===== src/rtl/cmd_frame_pkg.sv =====
// Shared state encoding, error codes and default frame constants for the command decoder.
// Latency: none, declarations only.
// Backpressure: none, declarations only.
package cmd_frame_pkg;

  // One-hot decoder states.
  typedef enum logic [4:0] {
    ST_HUNT  = 5'b00001,
    ST_HDR1  = 5'b00010,
    ST_BODY  = 5'b00100,
    ST_CHECK = 5'b01000,
    ST_OUT   = 5'b10000
  } state_e;

  // Error causes reported on err_code.
  localparam logic [2:0] ERR_NONE    = 3'd0;
  localparam logic [2:0] ERR_BAD_HDR = 3'd1;
  localparam logic [2:0] ERR_BAD_SUM = 3'd2;
  localparam logic [2:0] ERR_BAD_TRL = 3'd3;
  localparam logic [2:0] ERR_TIMEOUT = 3'd4;

  // Default framing bytes and board identity.
  localparam logic [7:0] DEF_HDR0     = 8'hEB;
  localparam logic [7:0] DEF_HDR1     = 8'h90;
  localparam logic [7:0] DEF_TRL0     = 8'h09;
  localparam logic [7:0] DEF_TRL1     = 8'hD7;
  localparam logic [7:0] DEF_BOARD_ID = 8'hAB;

endpackage


===== src/rtl/cmd_gap_timer.sv =====
// Down-counter that flags expiry after CYCLES enabled cycles following a load.
// Latency: expire is combinational from the count; it rises in the CYCLES-th enabled cycle after load.
// Backpressure: none; clr dominates load, load dominates counting.
module cmd_gap_timer #(
  parameter int unsigned CYCLES = 1000
) (
  input  logic clk,
  input  logic rst_n,
  input  logic clr,
  input  logic load,
  input  logic en,
  output logic expire
);

  localparam int unsigned   W        = $clog2(CYCLES + 1);
  localparam logic [W-1:0]  LOAD_VAL = W'(CYCLES);
  localparam logic [W-1:0]  ONE      = W'(1);

  logic [W-1:0] cnt_q, cnt_d;

  // Idle at zero, reload on activity, otherwise run down towards zero.
  always_comb begin
    cnt_d = cnt_q;
    if (clr) begin
      cnt_d = '0;
    end else if (load) begin
      cnt_d = LOAD_VAL;
    end else if (en && (cnt_q != '0)) begin
      cnt_d = cnt_q - ONE;
    end
  end

  // Count register.
  always_ff @(posedge clk or negedge rst_n) begin
    if (!rst_n) begin
      cnt_q <= '0;
    end else begin
      cnt_q <= cnt_d;
    end
  end

  // Last enabled cycle of the window; the caller decides whether activity overrides it.
  assign expire = en && (cnt_q == ONE);

endmodule


===== src/rtl/cmd_frame_decoder.sv =====
// Hunts for framed commands in a byte stream, validates trailer/checksum/ID and emits the command.
// Latency: last frame byte accepted in cycle N gives cmd_valid from cycle N+2.
// Backpressure: rx_ready drops during the check cycle and while a command waits for cmd_ready.
module cmd_frame_decoder
  import cmd_frame_pkg::*;
#(
  parameter int unsigned FRAME_LEN  = 8,
  parameter logic [7:0]  HDR0       = DEF_HDR0,
  parameter logic [7:0]  HDR1       = DEF_HDR1,
  parameter logic [7:0]  TRL0       = DEF_TRL0,
  parameter logic [7:0]  TRL1       = DEF_TRL1,
  parameter logic [7:0]  BOARD_ID   = DEF_BOARD_ID,
  parameter int unsigned GAP_CYCLES = 1000,
  parameter int unsigned CNT_W      = 16
) (
  input  logic                        clk,
  input  logic                        rst_n,
  input  logic [7:0]                  rx_data,
  input  logic                        rx_valid,
  output logic                        rx_ready,
  output logic                        cmd_valid,
  input  logic                        cmd_ready,
  output logic [7:0]                  cmd_opcode,
  output logic [(FRAME_LEN-6)*8-1:0]  cmd_arg,
  output logic                        err_valid,
  output logic [2:0]                  err_code,
  output logic [CNT_W-1:0]            frame_cnt,
  output logic [CNT_W-1:0]            err_cnt,
  output logic                        busy,
  input  logic                        clr_cnt
);

  localparam int unsigned      ARG_W    = (FRAME_LEN - 6) * 8;
  localparam int unsigned      BODY_W   = (FRAME_LEN - 3) * 8;  // frame bytes 3..FRAME_LEN-1
  localparam int unsigned      IDX_W    = $clog2(FRAME_LEN);
  localparam logic [IDX_W-1:0] IDX_ONE  = IDX_W'(1);
  localparam logic [IDX_W-1:0] IDX_FST  = IDX_W'(2);
  localparam logic [IDX_W-1:0] IDX_SUM  = IDX_W'(FRAME_LEN - 3);
  localparam logic [IDX_W-1:0] IDX_LAST = IDX_W'(FRAME_LEN - 1);
  localparam logic [CNT_W-1:0] CNT_ONE  = CNT_W'(1);

  state_e             state_q, state_d;
  logic [IDX_W-1:0]   idx_q, idx_d;
  logic [7:0]         sum_q, sum_d;
  logic [BODY_W-1:0]  body_q, body_d;
  logic               cmd_valid_q, cmd_valid_d;
  logic [7:0]         cmd_opcode_q, cmd_opcode_d;
  logic [ARG_W-1:0]   cmd_arg_q, cmd_arg_d;
  logic               err_valid_q, err_valid_d;
  logic [2:0]         err_code_q, err_code_d;
  logic [CNT_W-1:0]   frame_cnt_q, frame_cnt_d;
  logic [CNT_W-1:0]   err_cnt_q, err_cnt_d;

  logic               rx_fire, frame_inc, gap_en, gap_clr, gap_expire, timeout;
  logic [7:0]         f_id, f_op, f_trl0, f_trl1;
  logic [ARG_W-1:0]   f_arg;

  assign rx_ready = (state_q == ST_HUNT) || (state_q == ST_HDR1) || (state_q == ST_BODY);
  assign rx_fire  = rx_valid && rx_ready;
  assign busy     = (state_q != ST_HUNT);

  // Body bytes shift in from the top, so after the last byte byte 3 sits in the LSBs.
  assign f_id   = body_q[7:0];
  assign f_op   = body_q[15:8];
  assign f_trl0 = body_q[BODY_W-9 -: 8];
  assign f_trl1 = body_q[BODY_W-1 -: 8];

  // Argument bytes 5..FRAME_LEN-3 packed from the LSB; the port has one spare top byte kept zero.
  always_comb begin
    f_arg = '0;
    for (int i = 0; i < int'(FRAME_LEN) - 7; i++) begin
      f_arg[i*8 +: 8] = body_q[16 + i*8 +: 8];
    end
  end

  // The gap window runs only while a frame is partially received.
  assign gap_en  = (state_q == ST_HDR1) || (state_q == ST_BODY);
  assign gap_clr = !((state_d == ST_HDR1) || (state_d == ST_BODY));
  assign timeout = gap_expire && !rx_fire;

  cmd_gap_timer #(
    .CYCLES (GAP_CYCLES)
  ) u_gap_timer (
    .clk    (clk),
    .rst_n  (rst_n),
    .clr    (gap_clr),
    .load   (rx_fire),
    .en     (gap_en),
    .expire (gap_expire)
  );

  // Frame FSM: header hunt, body capture, one-cycle check, command hold.
  always_comb begin
    state_d      = state_q;
    idx_d        = idx_q;
    sum_d        = sum_q;
    body_d       = body_q;
    cmd_valid_d  = cmd_valid_q;
    cmd_opcode_d = cmd_opcode_q;
    cmd_arg_d    = cmd_arg_q;
    err_valid_d  = 1'b0;
    err_code_d   = ERR_NONE;
    frame_inc    = 1'b0;
    case (state_q)
      ST_HUNT: begin
        if (rx_fire && (rx_data == HDR0)) state_d = ST_HDR1;
      end
      ST_HDR1: begin
        if (rx_fire) begin
          if (rx_data == HDR1) begin
            state_d = ST_BODY;
            idx_d   = IDX_FST;
            sum_d   = 8'h00;
          end else if (rx_data != HDR0) begin
            state_d     = ST_HUNT;
            err_valid_d = 1'b1;
            err_code_d  = ERR_BAD_HDR;
          end
        end else if (timeout) begin
          state_d     = ST_HUNT;
          err_valid_d = 1'b1;
          err_code_d  = ERR_TIMEOUT;
        end
      end
      ST_BODY: begin
        if (rx_fire) begin
          body_d = {rx_data, body_q[BODY_W-1:8]};
          if (idx_q <= IDX_SUM) sum_d = sum_q + rx_data;
          idx_d = idx_q + IDX_ONE;
          if (idx_q == IDX_LAST) state_d = ST_CHECK;
        end else if (timeout) begin
          state_d     = ST_HUNT;
          err_valid_d = 1'b1;
          err_code_d  = ERR_TIMEOUT;
        end
      end
      ST_CHECK: begin
        state_d = ST_HUNT;
        if ((f_trl0 != TRL0) || (f_trl1 != TRL1)) begin
          err_valid_d = 1'b1;
          err_code_d  = ERR_BAD_TRL;
        end else if (sum_q != 8'h00) begin
          err_valid_d = 1'b1;
          err_code_d  = ERR_BAD_SUM;
        end else if (f_id == BOARD_ID) begin
          state_d      = ST_OUT;
          cmd_valid_d  = 1'b1;
          cmd_opcode_d = f_op;
          cmd_arg_d    = f_arg;
          frame_inc    = 1'b1;
        end
      end
      ST_OUT: begin
        if (cmd_ready) begin
          cmd_valid_d = 1'b0;
          state_d     = ST_HUNT;
        end
      end
      default: state_d = ST_HUNT;
    endcase
  end

  // Saturating statistics; a clear wins over a same-cycle increment.
  always_comb begin
    frame_cnt_d = frame_cnt_q;
    err_cnt_d   = err_cnt_q;
    if (clr_cnt) begin
      frame_cnt_d = '0;
      err_cnt_d   = '0;
    end else begin
      if (frame_inc && (frame_cnt_q != '1)) frame_cnt_d = frame_cnt_q + CNT_ONE;
      if (err_valid_d && (err_cnt_q != '1)) err_cnt_d = err_cnt_q + CNT_ONE;
    end
  end

  // State and output registers; reset drops any partial frame.
  always_ff @(posedge clk or negedge rst_n) begin
    if (!rst_n) begin
      state_q      <= ST_HUNT;
      idx_q        <= '0;
      sum_q        <= '0;
      body_q       <= '0;
      cmd_valid_q  <= 1'b0;
      cmd_opcode_q <= '0;
      cmd_arg_q    <= '0;
      err_valid_q  <= 1'b0;
      err_code_q   <= ERR_NONE;
      frame_cnt_q  <= '0;
      err_cnt_q    <= '0;
    end else begin
      state_q      <= state_d;
      idx_q        <= idx_d;
      sum_q        <= sum_d;
      body_q       <= body_d;
      cmd_valid_q  <= cmd_valid_d;
      cmd_opcode_q <= cmd_opcode_d;
      cmd_arg_q    <= cmd_arg_d;
      err_valid_q  <= err_valid_d;
      err_code_q   <= err_code_d;
      frame_cnt_q  <= frame_cnt_d;
      err_cnt_q    <= err_cnt_d;
    end
  end

  assign cmd_valid  = cmd_valid_q;
  assign cmd_opcode = cmd_opcode_q;
  assign cmd_arg    = cmd_arg_q;
  assign err_valid  = err_valid_q;
  assign err_code   = err_code_q;
  assign frame_cnt  = frame_cnt_q;
  assign err_cnt    = err_cnt_q;

endmodule


===== config.mk =====
export PLATFORM = sky130hd
export DESIGN_NAME = cmd_frame_decoder
export DESIGN_NICKNAME = d
export VERILOG_FILES = /design/src/rtl/cmd_frame_pkg.sv /design/src/rtl/cmd_gap_timer.sv /design/src/rtl/cmd_frame_decoder.sv
export SDC_FILE = /design/constraint.sdc
export NUM_CORES = 1
export LEC_CHECK = 0
export CAP_MARGIN = 5
export CORE_MARGIN = 2
export CORE_UTILIZATION = 60
export CTS_BUF_LIST = sky130_fd_sc_hd__clkbuf_4 sky130_fd_sc_hd__clkbuf_8 sky130_fd_sc_hd__clkbuf_16
export DETAILED_ROUTE_END_ITERATION = 8
export GPL_TIMING_DRIVEN = 0
export PLACE_DENSITY = 0.86
export SLEW_MARGIN = 30
export SYNTH_ARGS = -nofsm -noshare
export SYNTH_HDL_FRONTEND = slang
export SYNTH_SLANG_ARGS = --single-unit

===== constraint.sdc =====
create_clock -name clk -period 7.1 [get_ports clk]
set_input_delay 1.42 -clock clk [delete_from_list [all_inputs] [get_ports clk]]
set_output_delay 1.42 -clock clk [all_outputs]
set_load 0.05 [all_outputs]

# Word level (Yosys, flattened, before mapping)
# Index checks and enable logic that the tools add are counted.
# word_totals
reg_bits,119
mem_bits_ro,0
elab_cells,124
mem_bits_rw,0
memories,0
latchBits,0
# op_classes
multipliers,0
order_cmp,1
n_bitwise,2
muxes,53
n_reduce_logical,24
div_mod_pow,0
n_eq_ne,27
shifts,0
addsub,5
# op_table
op,count
2-to-1 mux 16 bit,4
2-to-1 mux 5 bit,11
"adder 16 x 1 -> 16 bit, second input constant",2
2-to-1 mux 8 bit,4
"!= test 16 bit, second input constant",2
2-to-1 mux 10 bit,3
case mux 5 bit (5 select lines),1
"== test 8 bit, second input constant",3
2-to-1 mux 3 bit,6
2-to-1 mux 1 bit,17
"!= test 8 bit, second input constant",2
case mux 8 bit (2 select lines),1
"!= test 2 bit, second input constant",6
"== test 10 x 1 -> 1 bit, second input constant",1
"== test 5 x 2 -> 1 bit, second input constant",2
"== test 5 x 3 -> 1 bit, second input constant",2
AND reduction 5 bit,2
nonzero test 10 bit,1
"subtractor 10 x 1 -> 10 bit, second input constant",1
case mux 3 bit (3 select lines),1
adder 8 bit,1
"!= test 8 x 4 -> 1 bit, second input constant",1
AND reduction 4 bit,2
nonzero test 2 bit,4
other kinds (19),32

# Longest topological paths before layout
# depth
depth_word,12
depth_mapped,9
ltp_nobuf,8

# Hierarchy
# Synthesis repeated with hierarchy kept, for this count alone.
# hier_totals
hier_cells,527
area_unflattened_um2,5965.7
# modules_own_cells
mod,cells_each,n_inst,area_per_inst_um2
cmd_frame_decoder,465,1,5387.7
cmd_gap_timer,62,1,578.1

# Least setup slack after synthesis
# No wires, ideal clock.
# synth_timing
path_type,in2reg
from,in rx_data[1]
to,reg err_cnt_q[1] (netlist: err_cnt[1])
path_buffers,2
setup_slack_ns,3.760
cell_stages,8
t_arrival_ns,3.208
cell_sequence,or4b_1 > nor4_2 > nor4_2 > o31ai_4 > buf_4 > buf_4 > mux2i_1 > nor2_1
# synth_via
elab_chain_cells,7
# synth_lines
item,line_no,source
start: declaration,cmd_frame_decoder.sv:18,"input logic [7:0] rx_data,"
!= test 8 bit,cmd_frame_decoder.sv:114,end else if (rx_data != HDR0) begin
2-to-1 mux 1 bit,cmd_frame_decoder.sv:114,
2-to-1 mux 1 bit (*),cmd_frame_decoder.sv:110,if (rx_data == HDR1) begin
2-to-1 mux 1 bit (*),cmd_frame_decoder.sv:109,if (rx_fire) begin
case mux 1 bit (3 select lines) (*),cmd_frame_decoder.sv:104,case (state_q)
logical AND 1 bit (*),cmd_frame_decoder.sv:172,if (err_valid_d && (err_cnt_q != '1)) err_cnt_d = err_cnt_q + CNT_ONE;
nonzero test 2 bit (no source line) (*),-,
end signal: assignment,cmd_frame_decoder.sv:201,err_cnt_q <= err_cnt_d;
end: declaration,cmd_frame_decoder.sv:52,"logic [CNT_W-1:0] err_cnt_q, err_cnt_d;"
# Every way passes the cells marked *; elsewhere a longest branch is shown, timed or not.
# A chain may end at the register's enable or synchronous reset.

# Final worst setup path
# layout_timing
from,reg state_q[2]
to,out rx_ready
# layout_via
elab_chain_cells,3
# layout_lines
item,line_no,source
start: declaration,cmd_frame_decoder.sv:42,"state_e state_q, state_d;"
start signal: assignment,cmd_frame_decoder.sv:191,state_q <= state_d;
== test 5 x 1 -> 1 bit / == test 5 x 2 -> 1 bit (equally long branches),cmd_frame_decoder.sv:58,assign rx_ready = (state_q == ST_HUNT) || (state_q == ST_HDR1) || (state_q == ST_BODY);
logical OR 1 bit,cmd_frame_decoder.sv:58,
logical OR 1 bit (*),cmd_frame_decoder.sv:58,
end: declaration,cmd_frame_decoder.sv:20,"output logic rx_ready,"
# Marks and branches as above.

==> qor.yml <==
run_status:
  outcome: "finished clean"
yosys:
  synth_area_leaders: "dfrtp_1 50%, mux2_2 7.6%, nand2_1 4.5%"
  ys_async_sr_fraction_pct: 100
  synth_top_area_share_pct: 50.0
  yosysMostFrequentCell: "dfrtp_1"
  yosys-top-cells-count: "118 x dfrtp_1, 71 x nand2_1, 40 x mux2_2, 39 x nor2_1, 24 x a21oi_1"
  synth_edf_count: 0
  netlist_area_sq_um: 5910
  yosysTopAreaCell: "dfrtp_1"
  ys_seq_elements: 119
  synth_cell_types: 66
  synth_flop_cell: "dfrtp_1"
  synth_cells: 548
  yosys_warnings: 0
  ys_seq_area_share_pct: 50.4
  syn_avg_cell_area_sq_um: 10.8
placement:
  place_ws_ps: 2770
  dpl_cell_area_sq_um: 6790
  portBuffers: 66
  dp_hpwl_mm: 9.14
  gp_congestion: 0.886
grt:
  grt_pass1_wl_mm: 22.0
  grt_max_degree: 77
  grtUsageTotal_pct: 27.0
  antenna_found_initial: 0
  grt_overflow: 0
  grt_pass1_vias: 4559
final_layout:
  nFillCells: 628
  postLayoutCoreUtil_pct: 76.3
  area_growth_pct: 25.1
  diodes: 0
  fin_area_sq_um: 7390
  layout-drive-gt1-share_pct: 16.5
  final_nets: 670
die:
  dieArea_sq_um: 10700
  rows: 36
  num_io_pins: 76
  fp.dieW_um: 103
  initial_utilization_pct: 61.0
  die_y_um: 103
  core_area_sq_um: 9680
timing:
  relSlewSlack_pct: 55.5
  finalHoldViolations: 0
  fmax_mhz: 246
  drv_slew: 0
  period_needed_ps: 4070
  hold_ws_ps: 472
  tns_ps: 0
  setup_viol: 0
  worst_pin_slew_ps: 665
  fin_crit_sh_pct: 57.3
  skew_ps: 10.4
  timing.final.ws_setup_ps: 3030
  rsz0062_at_grt: "false"
worst_setup_path:
  reg2reg_depth: 8
  rrSetupSlack_ps: 4290
  cp.required_ps: 5680
  worst-endpoint-arrival_ps: 2650
  end_kind: "primary output"
  timing.rr.end: "err_cnt[1]$_DFFE_PN0P_"
  rr_startpoint: "body_q[25]$_DFFE_PN0P_"
  crit_type: "flip-flop to primary output"
  start_kind: "flip-flop"
  worstPathMaxFanout: 7
hold_path:
  min_to: "cmd_opcode[1]$_DFFE_PN0P_"
  hold_path.class: "flip-flop to flip-flop"
  min_path_cells: 2
  min_from: "cmd_opcode[1]$_DFFE_PN0P_"
routing:
  final_antenna_net_count: 0
  drt_iter0_markers: 256
  vias: 4673
  firstDrtPassIters: 5
  viasPerCell: 5.94
  drc: 0
  wire_per_inst_um: 17.3
  wl_mm: 13.6
clocking:
  cts_buffers: 17
  cts.clk_slew.worst_paths_ps: 60
  postCtsResizedCells: 0
  clock_latency_ps: 530
  cts.root.buffer_cell: "clkbuf_8"
  post_cts_buffers: 0
  clockBufferDepth: 2
  hold_buffers: 0
  cts_tree: "yes"
  cts.sinks: 119
  cts-htree-levels: 4
pwr:
  vdd_drop_max_v: 0.000200
  power_density_nw_per_um2: 218
  leakage_nw: 3.32
job:
  drv_cap: 0
==> state kept, by name (all words and copies together), names as in the netlist <==
signal             flops
err_valid              1
body_q                40
cmd_arg                8
cmd_opcode             8
idx_q                  3
sum_q                  8
cmd_valid              1
err_cnt               16
u_gap_timer.cnt_q     10
state_q                5
err_code               3
frame_cnt             16
==> worst max-delay path: stages, from the launching register on <==
cell             delay [ps]
dfrtp_1                 350
clkbuf_1                180
nor3_1                  370
nand3b_1                280
nand2_1                 140
clkdlybuf4s50_1         800
==> layout make-up <==
class / instances / area, sq um / share of cell area [%]
flip-flops and latches: 119 / 2980 / 40.3
plain buffers: 32 / 166 / 2.25
multi-input cells: 390 / 2740 / 37.0
clock buffers: 18 / 428 / 5.79
clock inverters: 14 / 166 / 2.25
inverters: 14 / 52.6 / 0.711
repair buffers: 67 / 693 / 9.38
well taps: 133 / 166 / 2.25
==> cells by family (layout without fill, tap and decap cells) <==
| group | count (synthesis) | after routing | synth area share (%) |
|---|---|---|---|
| buffers and inverters | 46 | 145 | 3.71 |
| AND/OR/NAND/NOR | 219 | 219 | 21.0 |
| AO/OA/AOI/OAI | 71 | 71 | 8.18 |
| multiplexers | 45 | 45 | 8.52 |
| flip-flops | 119 | 119 | 50.4 |
| XOR/XNOR | 31 | 31 | 4.60 |
| adder cells (fa/ha/maj) | 16 | 16 | 3.52 |
| other | 1 | 8 | 0.0635 |
==> metrics by stage <==
| step | std cells | total power [W] |
|---|---|---|
| final | 787 | 0.00161 |
| after global routing | 787 | 0.00166 |
| after CTS | 787 | 0.00162 |
| after detailed placement | 755 | 0.000770 |
| after global placement | 754 | 0.000766 |
| after floorplan | 555 | 0.000736 |
==> layer usage <==
| metal | track usage [%] | vias to the layer above | wire length [um] |
|---|---|---|---|
| met5 | 0 | - | 0 |
| met4 | 11.0 | 0 | 282 |
| met3 | 6.85 | 31 | 761 |
| met2 | 45.3 | 178 | 6960 |
| met1 | 33.8 | 2322 | 5600 |
| li1 | - | 2142 | - |
==> how the worst max path moves through the flow <==
stage	depth (start not counted)	end	slack [ps]	startpoint
2_1_floorplan	8	err_cnt[1]$_DFFE_PN0P_	3760	rx_data[1]
3_3_place_gp	1	cmd_opcode[6]$_DFFE_PN0P_	140	rst_n
3_5_place_dp	9	err_cnt[1]$_DFFE_PN0P_	2770	rx_data[1]
4_1_cts	5	rx_ready	3030	state_q[2]$_DFF_PN0_
5_1_grt	5	rx_ready	2930	state_q[2]$_DFF_PN0_
6_report	5	rx_ready	3030	state_q[2]$_DFF_PN0_
==> cells in the final DEF, fill, tap and decap left out, types with 3 or more instances in the layout <==
cell type and n:
dfrtp_1 118, nand2_1 71, clkdlybuf4s50_1 65, mux2_2 40, nor2_1 39, a21oi_1 24, xnor2_1 22, clkbuf_1 18
clkbuf_16 16, ha_1 15, inv_1 14, nor3_1 14, nand3_1 13, buf_4 10, nor4_1 9, xor2_1 9
nor4_2 9, or4_1 9, conb_1 8, o21ai_0 7, nand4_1 7, or3_1 7, a22o_1 7, o31ai_1 7
nand4b_1 5, nor2b_1 5, o21ai_1 4, inv_6 4, and3_1 3, mux2i_1 3, and4_1 3, or2_2 3
clkinvlp_4 3, clkinv_4 3
==> report_power, final <==
part           leakage (nW)  internal (W)  switching (W)  total (W)
clock                 0.283      0.000519       0.000335   0.000854
combinational          1.38     0.0000242      0.0000536  0.0000778
sequential             1.65      0.000680    0.000000287   0.000680
No activity file was read; power rests on OpenSTA's default activity.
